File: src/rtl/ddr_burst_copy_engine_pkg.sv
// Shared types and helpers for the DDR burst copy engine.
// Holds the FSM state encoding, the IPIF length width and the burst length/stride helpers.
package ddr_copy_pkg;

  localparam int IPIF_LEN_W = 20;

  typedef enum logic [2:0] {
    IDLE     = 3'd0,
    RD_REQ   = 3'd1,
    RD_DATA  = 3'd2,
    WR_REQ   = 3'd3,
    WR_DATA  = 3'd4,
    WR_CMPLT = 3'd5,
    DONE     = 3'd6
  } copy_state_e;

  function automatic logic [IPIF_LEN_W-1:0] burst_len_bytes(input int beats, input int data_w);
    return IPIF_LEN_W'(beats * (data_w / 8));
  endfunction

  // A stride of zero means bursts are packed back to back.
  function automatic logic [31:0] burst_stride(input int stride, input int beats, input int data_w);
    return (stride == 0) ? 32'(beats * (data_w / 8)) : 32'(stride);
  endfunction

endpackage

File: src/rtl/ddr_burst_copy_engine_if.sv
// AXI master burst IPIF signal bundle between the copy engine (master) and the IPIF (slave).
interface ddr_burst_copy_engine_if #(parameter int DATA_W = 64);
  import ddr_copy_pkg::*;

  logic                  ip2bus_mstrd_req;
  logic                  ip2bus_mstwr_req;
  logic [31:0]           ip2bus_mst_addr;
  logic [IPIF_LEN_W-1:0] ip2bus_mst_length;
  logic [DATA_W/8-1:0]   ip2bus_mst_be;
  logic                  ip2bus_mst_type;
  logic                  ip2bus_mst_lock;
  logic                  ip2bus_mst_reset;
  logic                  bus2ip_mst_cmdack;
  logic                  bus2ip_mst_cmplt;
  logic                  bus2ip_mst_error;
  logic [DATA_W-1:0]     bus2ip_mstrd_d;
  logic                  bus2ip_mstrd_src_rdy_n;
  logic                  ip2bus_mstrd_dst_rdy_n;
  logic                  ip2bus_mstrd_dst_dsc_n;
  logic [DATA_W-1:0]     ip2bus_mstwr_d;
  logic                  ip2bus_mstwr_src_rdy_n;
  logic                  ip2bus_mstwr_sof_n;
  logic                  ip2bus_mstwr_eof_n;
  logic                  ip2bus_mstwr_src_dsc_n;
  logic [DATA_W/8-1:0]   ip2bus_mstwr_rem;
  logic                  bus2ip_mstwr_dst_rdy_n;

  modport master (
    output ip2bus_mstrd_req, ip2bus_mstwr_req, ip2bus_mst_addr, ip2bus_mst_length,
           ip2bus_mst_be, ip2bus_mst_type, ip2bus_mst_lock, ip2bus_mst_reset,
           ip2bus_mstrd_dst_rdy_n, ip2bus_mstrd_dst_dsc_n, ip2bus_mstwr_d,
           ip2bus_mstwr_src_rdy_n, ip2bus_mstwr_sof_n, ip2bus_mstwr_eof_n,
           ip2bus_mstwr_src_dsc_n, ip2bus_mstwr_rem,
    input  bus2ip_mst_cmdack, bus2ip_mst_cmplt, bus2ip_mst_error, bus2ip_mstrd_d,
           bus2ip_mstrd_src_rdy_n, bus2ip_mstwr_dst_rdy_n
  );

  modport slave (
    input  ip2bus_mstrd_req, ip2bus_mstwr_req, ip2bus_mst_addr, ip2bus_mst_length,
           ip2bus_mst_be, ip2bus_mst_type, ip2bus_mst_lock, ip2bus_mst_reset,
           ip2bus_mstrd_dst_rdy_n, ip2bus_mstrd_dst_dsc_n, ip2bus_mstwr_d,
           ip2bus_mstwr_src_rdy_n, ip2bus_mstwr_sof_n, ip2bus_mstwr_eof_n,
           ip2bus_mstwr_src_dsc_n, ip2bus_mstwr_rem,
    output bus2ip_mst_cmdack, bus2ip_mst_cmplt, bus2ip_mst_error, bus2ip_mstrd_d,
           bus2ip_mstrd_src_rdy_n, bus2ip_mstwr_dst_rdy_n
  );

endinterface

File: src/rtl/ddr_burst_copy_engine_buffer.sv
// copy_burst_buffer: one-burst FIFO between the read and write phases.
// Head entry is prefetched into an output register so dout is valid whenever empty is low.
module copy_burst_buffer #(
  parameter int DATA_W = 64,
  parameter int DEPTH  = 16
) (
  input  logic              clock,
  input  logic              reset,
  input  logic              clear,
  input  logic              push,
  input  logic [DATA_W-1:0] din,
  input  logic              pop,
  output logic              full,
  output logic              empty,
  output logic [DATA_W-1:0] dout
);
  localparam int AW = $clog2(DEPTH);

  logic [DATA_W-1:0] mem_r [DEPTH];
  logic [AW-1:0]     wr_ptr_r, rd_ptr_r;
  logic [AW:0]       level_r;
  logic              out_valid_r;
  logic [DATA_W-1:0] dout_r;
  logic              push_s, pop_s, load_s;

  assign full   = (level_r + {{AW{1'b0}}, out_valid_r}) == (AW+1)'(DEPTH);
  assign empty  = ~out_valid_r;
  assign dout   = dout_r;
  assign push_s = push & ~full;
  assign pop_s  = pop & out_valid_r;
  assign load_s = (level_r != {(AW+1){1'b0}}) & (~out_valid_r | pop_s);

  // Storage array, no reset needed
  always_ff @(posedge clock) begin
    if (push_s) mem_r[wr_ptr_r] <= din;
  end

  // Pointers, occupancy and prefetch register
  always_ff @(posedge clock) begin
    if (!reset || clear) begin
      wr_ptr_r    <= {AW{1'b0}};
      rd_ptr_r    <= {AW{1'b0}};
      level_r     <= {(AW+1){1'b0}};
      out_valid_r <= 1'b0;
      dout_r      <= {DATA_W{1'b0}};
    end else begin
      if (push_s) wr_ptr_r <= wr_ptr_r + {{(AW-1){1'b0}}, 1'b1};
      level_r <= level_r + {{AW{1'b0}}, push_s} - {{AW{1'b0}}, load_s};
      if (load_s) begin
        dout_r      <= mem_r[rd_ptr_r];
        rd_ptr_r    <= rd_ptr_r + {{(AW-1){1'b0}}, 1'b1};
        out_valid_r <= 1'b1;
      end else if (pop_s) begin
        out_valid_r <= 1'b0;
      end
    end
  end

endmodule

File: src/rtl/ddr_burst_copy_engine.sv
// DDR block-copy engine: NUM bursts read into a local buffer, then written back, one burst at a time.
// Optional cycle counter enabled by defining DDR_COPY_PERF_CNT_EN.
module ddr_burst_copy_engine
  import ddr_copy_pkg::*;
#(
  parameter int DATA_W      = 64,
  parameter int BURST_BEATS = 16,
  parameter int CNT_W       = 16,
  parameter int ADDR_STRIDE = 0
) (
  input  logic             clock,
  input  logic             reset,
  input  logic             start,
  input  logic [31:0]      rd_base,
  input  logic [31:0]      wr_base,
  input  logic [CNT_W-1:0] num_bursts,
  output logic             busy,
  output logic             op_done,
  output logic             op_error,
  output logic [31:0]      cycle_count,
  ddr_burst_copy_engine_if.master bus
);
  localparam int          BW      = $clog2(BURST_BEATS);
  localparam logic [31:0] STRIDE  = burst_stride(ADDR_STRIDE, BURST_BEATS, DATA_W);
  localparam logic [BW:0] BEATS_C = (BW+1)'(BURST_BEATS);
  localparam logic [BW-1:0] LAST_C = BW'(BURST_BEATS - 1);

  copy_state_e state_r, next_s;
  logic [CNT_W-1:0] num_r, k_r, k_nxt_s;
  logic [31:0] rd_addr_r, wr_addr_r, rd_addr_nxt_s, wr_addr_nxt_s, mst_addr_r, mst_addr_s;
  logic [BW:0] rd_cnt_r;
  logic [BW-1:0] wr_beat_r;
  logic rd_ovf_r, wcmplt_r, werr_r;
  logic busy_r, op_done_r, op_error_r, rd_req_r, wr_req_r;
  logic busy_s, op_done_s, op_error_s, rd_req_s, wr_req_s;
  logic accept_s, rd_beat_s, rd_bad_s, wr_valid_s, wr_beat_s, wr_done_s, wr_err_s, err_set_s;
  logic buf_full_s, buf_empty_s;
  logic [DATA_W-1:0] buf_dout_s;

  assign accept_s   = (state_r == IDLE) & start;
  assign rd_beat_s  = (state_r == RD_DATA) & ~bus.bus2ip_mstrd_src_rdy_n;
  // A short or long read burst is treated like a bus error.
  assign rd_bad_s   = bus.bus2ip_mst_error | rd_ovf_r | (rd_beat_s & (rd_cnt_r == BEATS_C))
                    | ((rd_cnt_r + {{BW{1'b0}}, rd_beat_s}) != BEATS_C);
  assign wr_valid_s = (state_r == WR_DATA) & ~buf_empty_s;
  assign wr_beat_s  = wr_valid_s & ~bus.bus2ip_mstwr_dst_rdy_n;
  // Write completion may arrive early (with cmdack or during data); it is remembered until WR_CMPLT.
  assign wr_done_s  = (state_r == WR_CMPLT) & (bus.bus2ip_mst_cmplt | wcmplt_r);
  assign wr_err_s   = (bus.bus2ip_mst_cmplt & bus.bus2ip_mst_error) | werr_r;
  assign k_nxt_s    = k_r + {{(CNT_W-1){1'b0}}, 1'b1};
  assign err_set_s  = ((state_r == RD_REQ) & bus.bus2ip_mst_cmdack & bus.bus2ip_mst_cmplt)
                    | ((state_r == RD_DATA) & bus.bus2ip_mst_cmplt & rd_bad_s)
                    | (wr_done_s & wr_err_s);
  assign rd_addr_nxt_s = accept_s ? rd_base : (wr_done_s ? rd_addr_r + STRIDE : rd_addr_r);
  assign wr_addr_nxt_s = accept_s ? wr_base : (wr_done_s ? wr_addr_r + STRIDE : wr_addr_r);

  // State register
  always_ff @(posedge clock) begin
    if (!reset) state_r <= IDLE;
    else        state_r <= next_s;
  end

  // Next-state logic
  always_comb begin
    next_s = state_r;
    case (state_r)
      IDLE:     if (start) next_s = (num_bursts == {CNT_W{1'b0}}) ? DONE : RD_REQ;
                else next_s = IDLE;
      RD_REQ:   if (bus.bus2ip_mst_cmdack) next_s = bus.bus2ip_mst_cmplt ? DONE : RD_DATA;
                else next_s = RD_REQ;
      RD_DATA:  if (bus.bus2ip_mst_cmplt) next_s = rd_bad_s ? DONE : WR_REQ;
                else next_s = RD_DATA;
      WR_REQ:   if (bus.bus2ip_mst_cmdack) next_s = WR_DATA;
                else next_s = WR_REQ;
      WR_DATA:  if (wr_beat_s && (wr_beat_r == LAST_C)) next_s = WR_CMPLT;
                else next_s = WR_DATA;
      WR_CMPLT: if (wr_done_s) next_s = (wr_err_s || (k_nxt_s == num_r)) ? DONE : RD_REQ;
                else next_s = WR_CMPLT;
      DONE:     next_s = IDLE;
      default:  next_s = IDLE;
    endcase
  end

  // Output logic: next values of the registered control outputs
  always_comb begin
    busy_s     = busy_r;
    op_done_s  = 1'b0;
    op_error_s = op_error_r;
    rd_req_s   = 1'b0;
    wr_req_s   = 1'b0;
    mst_addr_s = mst_addr_r;
    case (next_s)
      RD_REQ:  begin rd_req_s = 1'b1; mst_addr_s = rd_addr_nxt_s; end
      WR_REQ:  begin wr_req_s = 1'b1; mst_addr_s = wr_addr_nxt_s; end
      default: begin rd_req_s = 1'b0; wr_req_s = 1'b0; end
    endcase
    if (accept_s) begin
      busy_s     = 1'b1;
      op_error_s = 1'b0;
    end else if (state_r == DONE) begin
      busy_s    = 1'b0;
      op_done_s = 1'b1;
    end else if (err_set_s) begin
      op_error_s = 1'b1;
    end else begin
      busy_s = busy_r;
    end
  end

  // Registered outputs
  always_ff @(posedge clock) begin
    if (!reset) begin
      busy_r <= 1'b0; op_done_r <= 1'b0; op_error_r <= 1'b0;
      rd_req_r <= 1'b0; wr_req_r <= 1'b0; mst_addr_r <= 32'd0;
    end else begin
      busy_r <= busy_s; op_done_r <= op_done_s; op_error_r <= op_error_s;
      rd_req_r <= rd_req_s; wr_req_r <= wr_req_s; mst_addr_r <= mst_addr_s;
    end
  end

  // Burst index, addresses and per-burst beat bookkeeping
  always_ff @(posedge clock) begin
    if (!reset) begin
      num_r <= {CNT_W{1'b0}}; k_r <= {CNT_W{1'b0}};
      rd_addr_r <= 32'd0; wr_addr_r <= 32'd0;
      rd_cnt_r <= {(BW+1){1'b0}}; rd_ovf_r <= 1'b0; wr_beat_r <= {BW{1'b0}};
      wcmplt_r <= 1'b0; werr_r <= 1'b0;
    end else begin
      if (accept_s) num_r <= num_bursts;
      if (accept_s)       k_r <= {CNT_W{1'b0}};
      else if (wr_done_s) k_r <= k_nxt_s;
      rd_addr_r <= rd_addr_nxt_s;
      wr_addr_r <= wr_addr_nxt_s;
      if (state_r != RD_DATA) begin
        rd_cnt_r <= {(BW+1){1'b0}};
        rd_ovf_r <= 1'b0;
      end else if (rd_beat_s) begin
        if (rd_cnt_r == BEATS_C) rd_ovf_r <= 1'b1;
        else                     rd_cnt_r <= rd_cnt_r + {{BW{1'b0}}, 1'b1};
      end
      if (state_r != WR_DATA) wr_beat_r <= {BW{1'b0}};
      else if (wr_beat_s)     wr_beat_r <= wr_beat_r + {{(BW-1){1'b0}}, 1'b1};
      if ((state_r == WR_REQ) || (state_r == WR_DATA)) begin
        wcmplt_r <= wcmplt_r | bus.bus2ip_mst_cmplt;
        werr_r   <= werr_r | (bus.bus2ip_mst_cmplt & bus.bus2ip_mst_error);
      end else begin
        wcmplt_r <= 1'b0;
        werr_r   <= 1'b0;
      end
    end
  end

  copy_burst_buffer #(.DATA_W(DATA_W), .DEPTH(BURST_BEATS)) u_buffer (
    .clock (clock),
    .reset (reset),
    .clear (state_r == DONE),
    .push  (rd_beat_s),
    .din   (bus.bus2ip_mstrd_d),
    .pop   (wr_beat_s),
    .full  (buf_full_s),
    .empty (buf_empty_s),
    .dout  (buf_dout_s)
  );

`ifdef DDR_COPY_PERF_CNT_EN
  logic [31:0] cycle_r;
  // Busy-cycle counter, frozen once the operation ends
  always_ff @(posedge clock) begin
    if (!reset)        cycle_r <= 32'd0;
    else if (accept_s) cycle_r <= 32'd0;
    else if (busy_r)   cycle_r <= cycle_r + 32'd1;
    else               cycle_r <= cycle_r;
  end
  assign cycle_count = cycle_r;
`else
  assign cycle_count = 32'd0;
`endif

  assign busy     = busy_r;
  assign op_done  = op_done_r;
  assign op_error = op_error_r;

  assign bus.ip2bus_mstrd_req       = rd_req_r;
  assign bus.ip2bus_mstwr_req       = wr_req_r;
  assign bus.ip2bus_mst_addr        = mst_addr_r;
  assign bus.ip2bus_mst_length      = burst_len_bytes(BURST_BEATS, DATA_W);
  assign bus.ip2bus_mst_be          = {(DATA_W/8){1'b1}};
  assign bus.ip2bus_mst_type        = 1'b1;
  assign bus.ip2bus_mst_lock        = 1'b0;
  assign bus.ip2bus_mst_reset       = 1'b0;
  assign bus.ip2bus_mstrd_dst_rdy_n = ~(state_r == RD_DATA);
  assign bus.ip2bus_mstrd_dst_dsc_n = 1'b1;
  assign bus.ip2bus_mstwr_d         = buf_dout_s;
  assign bus.ip2bus_mstwr_src_rdy_n = ~wr_valid_s;
  assign bus.ip2bus_mstwr_sof_n     = ~(wr_valid_s & (wr_beat_r == {BW{1'b0}}));
  assign bus.ip2bus_mstwr_eof_n     = ~(wr_valid_s & (wr_beat_r == LAST_C));
  assign bus.ip2bus_mstwr_src_dsc_n = 1'b1;
  assign bus.ip2bus_mstwr_rem       = {(DATA_W/8){1'b0}};

endmodule

File: src/flat_wrapper.sv
// flat-port wrapper written by rule: the top's interface ports become plain ports
module ddr_burst_copy_engine_flat import ddr_copy_pkg::*;
#(
  parameter int DATA_W      = 64,
  parameter int BURST_BEATS = 16,
  parameter int CNT_W       = 16,
  parameter int ADDR_STRIDE = 0
)
  (clock, reset, start, rd_base, wr_base, num_bursts, busy, op_done, op_error, cycle_count, bus_ip2bus_mstrd_req, bus_ip2bus_mstwr_req, bus_ip2bus_mst_addr, bus_ip2bus_mst_length, bus_ip2bus_mst_be, bus_ip2bus_mst_type, bus_ip2bus_mst_lock, bus_ip2bus_mst_reset, bus_ip2bus_mstrd_dst_rdy_n, bus_ip2bus_mstrd_dst_dsc_n, bus_ip2bus_mstwr_d, bus_ip2bus_mstwr_src_rdy_n, bus_ip2bus_mstwr_sof_n, bus_ip2bus_mstwr_eof_n, bus_ip2bus_mstwr_src_dsc_n, bus_ip2bus_mstwr_rem, bus_bus2ip_mst_cmdack, bus_bus2ip_mst_cmplt, bus_bus2ip_mst_error, bus_bus2ip_mstrd_d, bus_bus2ip_mstrd_src_rdy_n, bus_bus2ip_mstwr_dst_rdy_n);
  ddr_burst_copy_engine_if #(.DATA_W(DATA_W)) bus_i ();
  input  logic clock;
  input  logic reset;
  input  logic start;
  input  logic [31:0] rd_base;
  input  logic [31:0] wr_base;
  input  logic [CNT_W-1:0] num_bursts;
  output logic busy;
  output logic op_done;
  output logic op_error;
  output logic [31:0] cycle_count;
  output wire logic [$bits(bus_i.ip2bus_mstrd_req)-1:0] bus_ip2bus_mstrd_req;
  output wire logic [$bits(bus_i.ip2bus_mstwr_req)-1:0] bus_ip2bus_mstwr_req;
  output wire logic [$bits(bus_i.ip2bus_mst_addr)-1:0] bus_ip2bus_mst_addr;
  output wire logic [$bits(bus_i.ip2bus_mst_length)-1:0] bus_ip2bus_mst_length;
  output wire logic [$bits(bus_i.ip2bus_mst_be)-1:0] bus_ip2bus_mst_be;
  output wire logic [$bits(bus_i.ip2bus_mst_type)-1:0] bus_ip2bus_mst_type;
  output wire logic [$bits(bus_i.ip2bus_mst_lock)-1:0] bus_ip2bus_mst_lock;
  output wire logic [$bits(bus_i.ip2bus_mst_reset)-1:0] bus_ip2bus_mst_reset;
  output wire logic [$bits(bus_i.ip2bus_mstrd_dst_rdy_n)-1:0] bus_ip2bus_mstrd_dst_rdy_n;
  output wire logic [$bits(bus_i.ip2bus_mstrd_dst_dsc_n)-1:0] bus_ip2bus_mstrd_dst_dsc_n;
  output wire logic [$bits(bus_i.ip2bus_mstwr_d)-1:0] bus_ip2bus_mstwr_d;
  output wire logic [$bits(bus_i.ip2bus_mstwr_src_rdy_n)-1:0] bus_ip2bus_mstwr_src_rdy_n;
  output wire logic [$bits(bus_i.ip2bus_mstwr_sof_n)-1:0] bus_ip2bus_mstwr_sof_n;
  output wire logic [$bits(bus_i.ip2bus_mstwr_eof_n)-1:0] bus_ip2bus_mstwr_eof_n;
  output wire logic [$bits(bus_i.ip2bus_mstwr_src_dsc_n)-1:0] bus_ip2bus_mstwr_src_dsc_n;
  output wire logic [$bits(bus_i.ip2bus_mstwr_rem)-1:0] bus_ip2bus_mstwr_rem;
  input wire logic [$bits(bus_i.bus2ip_mst_cmdack)-1:0] bus_bus2ip_mst_cmdack;
  input wire logic [$bits(bus_i.bus2ip_mst_cmplt)-1:0] bus_bus2ip_mst_cmplt;
  input wire logic [$bits(bus_i.bus2ip_mst_error)-1:0] bus_bus2ip_mst_error;
  input wire logic [$bits(bus_i.bus2ip_mstrd_d)-1:0] bus_bus2ip_mstrd_d;
  input wire logic [$bits(bus_i.bus2ip_mstrd_src_rdy_n)-1:0] bus_bus2ip_mstrd_src_rdy_n;
  input wire logic [$bits(bus_i.bus2ip_mstwr_dst_rdy_n)-1:0] bus_bus2ip_mstwr_dst_rdy_n;
  assign bus_ip2bus_mstrd_req = bus_i.ip2bus_mstrd_req;
  assign bus_ip2bus_mstwr_req = bus_i.ip2bus_mstwr_req;
  assign bus_ip2bus_mst_addr = bus_i.ip2bus_mst_addr;
  assign bus_ip2bus_mst_length = bus_i.ip2bus_mst_length;
  assign bus_ip2bus_mst_be = bus_i.ip2bus_mst_be;
  assign bus_ip2bus_mst_type = bus_i.ip2bus_mst_type;
  assign bus_ip2bus_mst_lock = bus_i.ip2bus_mst_lock;
  assign bus_ip2bus_mst_reset = bus_i.ip2bus_mst_reset;
  assign bus_ip2bus_mstrd_dst_rdy_n = bus_i.ip2bus_mstrd_dst_rdy_n;
  assign bus_ip2bus_mstrd_dst_dsc_n = bus_i.ip2bus_mstrd_dst_dsc_n;
  assign bus_ip2bus_mstwr_d = bus_i.ip2bus_mstwr_d;
  assign bus_ip2bus_mstwr_src_rdy_n = bus_i.ip2bus_mstwr_src_rdy_n;
  assign bus_ip2bus_mstwr_sof_n = bus_i.ip2bus_mstwr_sof_n;
  assign bus_ip2bus_mstwr_eof_n = bus_i.ip2bus_mstwr_eof_n;
  assign bus_ip2bus_mstwr_src_dsc_n = bus_i.ip2bus_mstwr_src_dsc_n;
  assign bus_ip2bus_mstwr_rem = bus_i.ip2bus_mstwr_rem;
  assign bus_i.bus2ip_mst_cmdack = bus_bus2ip_mst_cmdack;
  assign bus_i.bus2ip_mst_cmplt = bus_bus2ip_mst_cmplt;
  assign bus_i.bus2ip_mst_error = bus_bus2ip_mst_error;
  assign bus_i.bus2ip_mstrd_d = bus_bus2ip_mstrd_d;
  assign bus_i.bus2ip_mstrd_src_rdy_n = bus_bus2ip_mstrd_src_rdy_n;
  assign bus_i.bus2ip_mstwr_dst_rdy_n = bus_bus2ip_mstwr_dst_rdy_n;
  ddr_burst_copy_engine #(.DATA_W(DATA_W), .BURST_BEATS(BURST_BEATS), .CNT_W(CNT_W), .ADDR_STRIDE(ADDR_STRIDE)) u_core (.clock(clock), .reset(reset), .start(start), .rd_base(rd_base), .wr_base(wr_base), .num_bursts(num_bursts), .busy(busy), .op_done(op_done), .op_error(op_error), .cycle_count(cycle_count), .bus(bus_i));
endmodule
File: config.mk
export PLATFORM = sky130hd
export DESIGN_NAME = ddr_burst_copy_engine_flat
export DESIGN_NICKNAME = d
export VERILOG_FILES = /design/src/rtl/ddr_burst_copy_engine_pkg.sv /design/src/rtl/ddr_burst_copy_engine_if.sv /design/src/rtl/ddr_burst_copy_engine_buffer.sv /design/src/rtl/ddr_burst_copy_engine.sv /design/src/flat_wrapper.sv
export SDC_FILE = /design/constraint.sdc
export NUM_CORES = 2
export LEC_CHECK = 0
export CAP_MARGIN = 20
export CORE_MARGIN = 8
export CORE_UTILIZATION = 40
export CTS_BUF_LIST = sky130_fd_sc_hd__clkbuf_4
export CTS_CLUSTER_SIZE = 28
export DETAILED_ROUTE_END_ITERATION = 16
export PLACE_DENSITY = 0.61
export SLEW_MARGIN = 5
export SYNTH_ARGS = -nofsm -noshare
export SYNTH_HDL_FRONTEND = slang
export SYNTH_SLANG_ARGS = --single-unit
File: constraint.sdc
create_clock -name clock -period 9.6 [get_ports clock]
set_input_delay 1.44 -clock clock [delete_from_list [all_inputs] [get_ports clock]]
set_output_delay 1.44 -clock clock [all_outputs]
set_load 0.02 [all_outputs]
==> reports/qor.csv <==
stage;metric;value;unit
placement;io_buffers;256;
clock_tree;cts_sinks;1250;
clock_tree;worstSkewPairLatency;1.24;ns
clock_tree;cts_max_level;5;
floorplan;core;0.123;mm^2
synthesis;syn_area;0.0495;mm^2
finish;fin_cells;5172;
clock_tree;tritoncts;done;
drt;drt_iter0_markers;2146;
synthesis;synth.distinct_cells;71;
flow_run;maxCapViolations;0;
placement;dp_slack;4.27;ns
floorplan;chipWidth;368;um
synthesis;synth_area_leaders;edfxtp_1 62%, mux4_2 15%, dfxtp_1 9.1%;
floorplan;initial_core_util;40.1;%
timing;fmax;203;MHz
finish;layout_commonest_cell;edfxtp_1;
global_routing;grt_pass1_wl;177;mm
drt;wl_per_cell;22.8;um
timing;tns;0;ns
timing;drv_slew;0;
power;cellPowerDensity;235;mW/mm^2
global_routing;grt_overflow;0;
placement;dp_hpwl;71.3;mm
power;leakagePower;18.5;nW
finish;nets;3464;
hold_path;holdPathEnd;u_core.u_buffer.dout[6];
setup_path;cp_data_required_time;8.16;ns
setup_path;end_kind;output pin;
synthesis;synthArstFlopShare;0;%
setup_path;r2r_setup_slack;5.21;ns
synthesis;synth_top_flop_cell;edfxtp_1;
synthesis;ys_ff_latch;1250;
timing;post-route-period-util;51.2;%
setup_path;r2r-start;u_core.state_r[1];
clock_tree;post_cts_buffers;0;
floorplan;dieArea;0.135;mm^2
synthesis;avgSynthCellArea;17.7;um^2
timing;final-hold-violation-count;0;
timing;slew_headroom;24.4;%
global_routing;track_usage;17.2;%
global_routing;grt_start_max_net_pins;115;
hold_path;hp-start;u_core.u_buffer.dout[6];
setup_path;crit_type;register to output pin;
hold_path;worstHoldPathCells;2;
setup_path;cp_max_fo;13;
synthesis;yosysTopAreaCellShare;62.1;%
setup_path;arrival;3.48;ns
clock_tree;cts_hold_buf;0;
finish;area_growth;16.9;%
clock_tree;clk_pin_slew_worst_paths;0.06;ns
drt;route.detailed.drc;0;
timing;setup_viol;0;
timing;fin_crit;4.92;ns
clock_tree;ctsLongestPathBuffers;4;
timing;skew;0.0888;ns
synthesis;synth-edff-count;1024;
synthesis;ys_seq_area_share;71.3;%
timing;layout_setup_ws;4.68;ns
finish;layout_common_cells;1024 x edfxtp_1, 512 x clkbuf_4, 320 x mux4_2;
drt;viasPerCell;5.18;
placement;place_inst;4581;
clock_tree;clock-root-buffer;clkbuf_4;
floorplan;io_pins;330;
hold_path;min_path_type;register to register;
setup_path;cp-start-kind;register;
clock_tree;postCtsResizedCells;0;
timing;holdWs;0.453;ns
floorplan;rows;129;
drt;antenna_left;0;
setup_path;r2r_cells;7;
global_routing;grt_antenna_before_repair;14;
timing;rsz0062_at_grt;no;
power;ir_drop;0.226;mV
drt;routed_wl;118;mm
placement;gp_routability_congestion;0.790;
clock_tree;cts_made_buffers;340;
finish;final_core_util;46.9;%
finish;drive_gt1_share;26.7;%
synthesis;syn-instance-count;2803;
setup_path;crit_start;u_core.state_r[2];
synthesis;yosysWarningCount;0;
drt;firstDrtPassIters;5;
floorplan;die_y;368;um
timing;max_slew.worst_pin.slew;1.13;ns
synthesis;yosys.area.top_type;edfxtp_1;
global_routing;grt_pass1_vias;27909;
drt;vias;26780;
setup_path;r2r-end;u_core.u_buffer.mem_r[7][39];
status;status;finished, final reports clean;
routing by layer:
layer	vias to the layer above	wire length [um]	GRT usage [%]
met2	927	56600	27.3
met4	8	1240	4.07
li1	12057	-	-
met3	117	9030	5.40
met1	13671	51000	23.1
met5	-	54	0
synthesized netlist by cell type, types with 4 or more instances:
cell,number
nor4_1,8
and4_1,6
buf_4,82
nor3_1,18
mux2i_1,37
and3_1,17
buf_2,13
inv_1,32
a211oi_1,12
or2_2,6
o21ai_0,45
edfxtp_1,1024
a311oi_1,4
o221ai_1,6
nand2b_1,9
mux2_2,5
buf_1,33
nand2_1,252
dfxtp_1,226
and2_1,20
nand3_1,50
ha_1,24
nor2_1,103
a21oi_1,140
o21a_1,6
nor2b_1,6
xor2_1,45
nor3b_1,4
o21ai_1,16
xnor2_1,53
nand4_1,25
clkbuf_1,100
mux4_2,320
cell type report:
class                           instances  area, um^2
Multi-Input combinational cell       1359       13300
Timing Repair Buffer                  302        2960
Antenna cell                           18        45.0
Fill cell                           10693       65500
Inverter                               34         130
Sequential cell                      1250       35300
Tap cell                             1637        2050
Clock buffer                          512        3840
Clock inverter                         60         259
worst max-delay path by stage:
stage | endpoint | slack [ns] | depth (start not counted)
after floorplan | u_core.u_buffer.mem_r[3][0] | 2.35 | 4
after global placement | u_core.u_buffer.mem_r[8][6] | 4.25 | 6
after detailed placement | u_core.u_buffer.mem_r[14][41] | 4.27 | 6
after CTS | bus_ip2bus_mstwr_sof_n | 4.50 | 3
after global routing | bus_ip2bus_mstwr_sof_n | 4.41 | 3
final | bus_ip2bus_mstwr_sof_n | 4.68 | 3
where the power goes:
| group | switching [mW] | total (mW) | internal (mW) | leakage [nW] |
|---|---|---|---|---|
| sequential | 0.134 | 6.15 | 6.02 | 11.1 |
| combinational | 1.54 | 2.92 | 1.38 | 5.00 |
| clock | 2.10 | 4.54 | 2.44 | 2.49 |
| total | 3.77 | 13.6 | 9.84 | 18.5 |
worst max-delay path, stage by stage (launching register included):
cell,delay (ns)
dfxtp_1,0.58
nand4bb_1,0.35
or4b_2,0.74
clkdlybuf4s50_1,0.61
per-stage QoR:
stage / cell area, um^2 / total power, mW
finish: 57900 / 13.6
global route: 57800 / 14.3
CTS: 57800 / 13.8
detailed placement: 53700 / 9.25
global placement: 53700 / 9.24
floorplan: 49800 / 8.23
kinds of logic after synthesis:
group                    Yosys count  synth area share, %
buffers and inverters            265                 2.71
AO/OA/AOI/OAI                    259                 3.17
AND/OR/NAND/NOR                  542                 5.02
adder cells (fa/ha/maj)           25                0.647
flip-flops                      1250                 71.3
other                              2               0.0152
XOR/XNOR                          98                 1.73
multiplexers                     362                 15.4
sequential cells by signal (all words and copies together) (netlist names), 3 cells and up:
register	cells
u_core.bus.ip2bus_mst_addr	32
u_core.u_buffer.mem_r	1024
u_core.wr_addr_r	32
u_core.u_buffer.level_r	5
u_core.rd_cnt_r	5
u_core.num_r	16
u_core.rd_addr_r	32
u_core.u_buffer.rd_ptr_r	4
u_core.k_r	16
u_core.state_r	3
u_core.u_buffer.wr_ptr_r	4
u_core.u_buffer.dout	64
u_core.wr_beat_r	4
(Power assumes the default switching activity.)
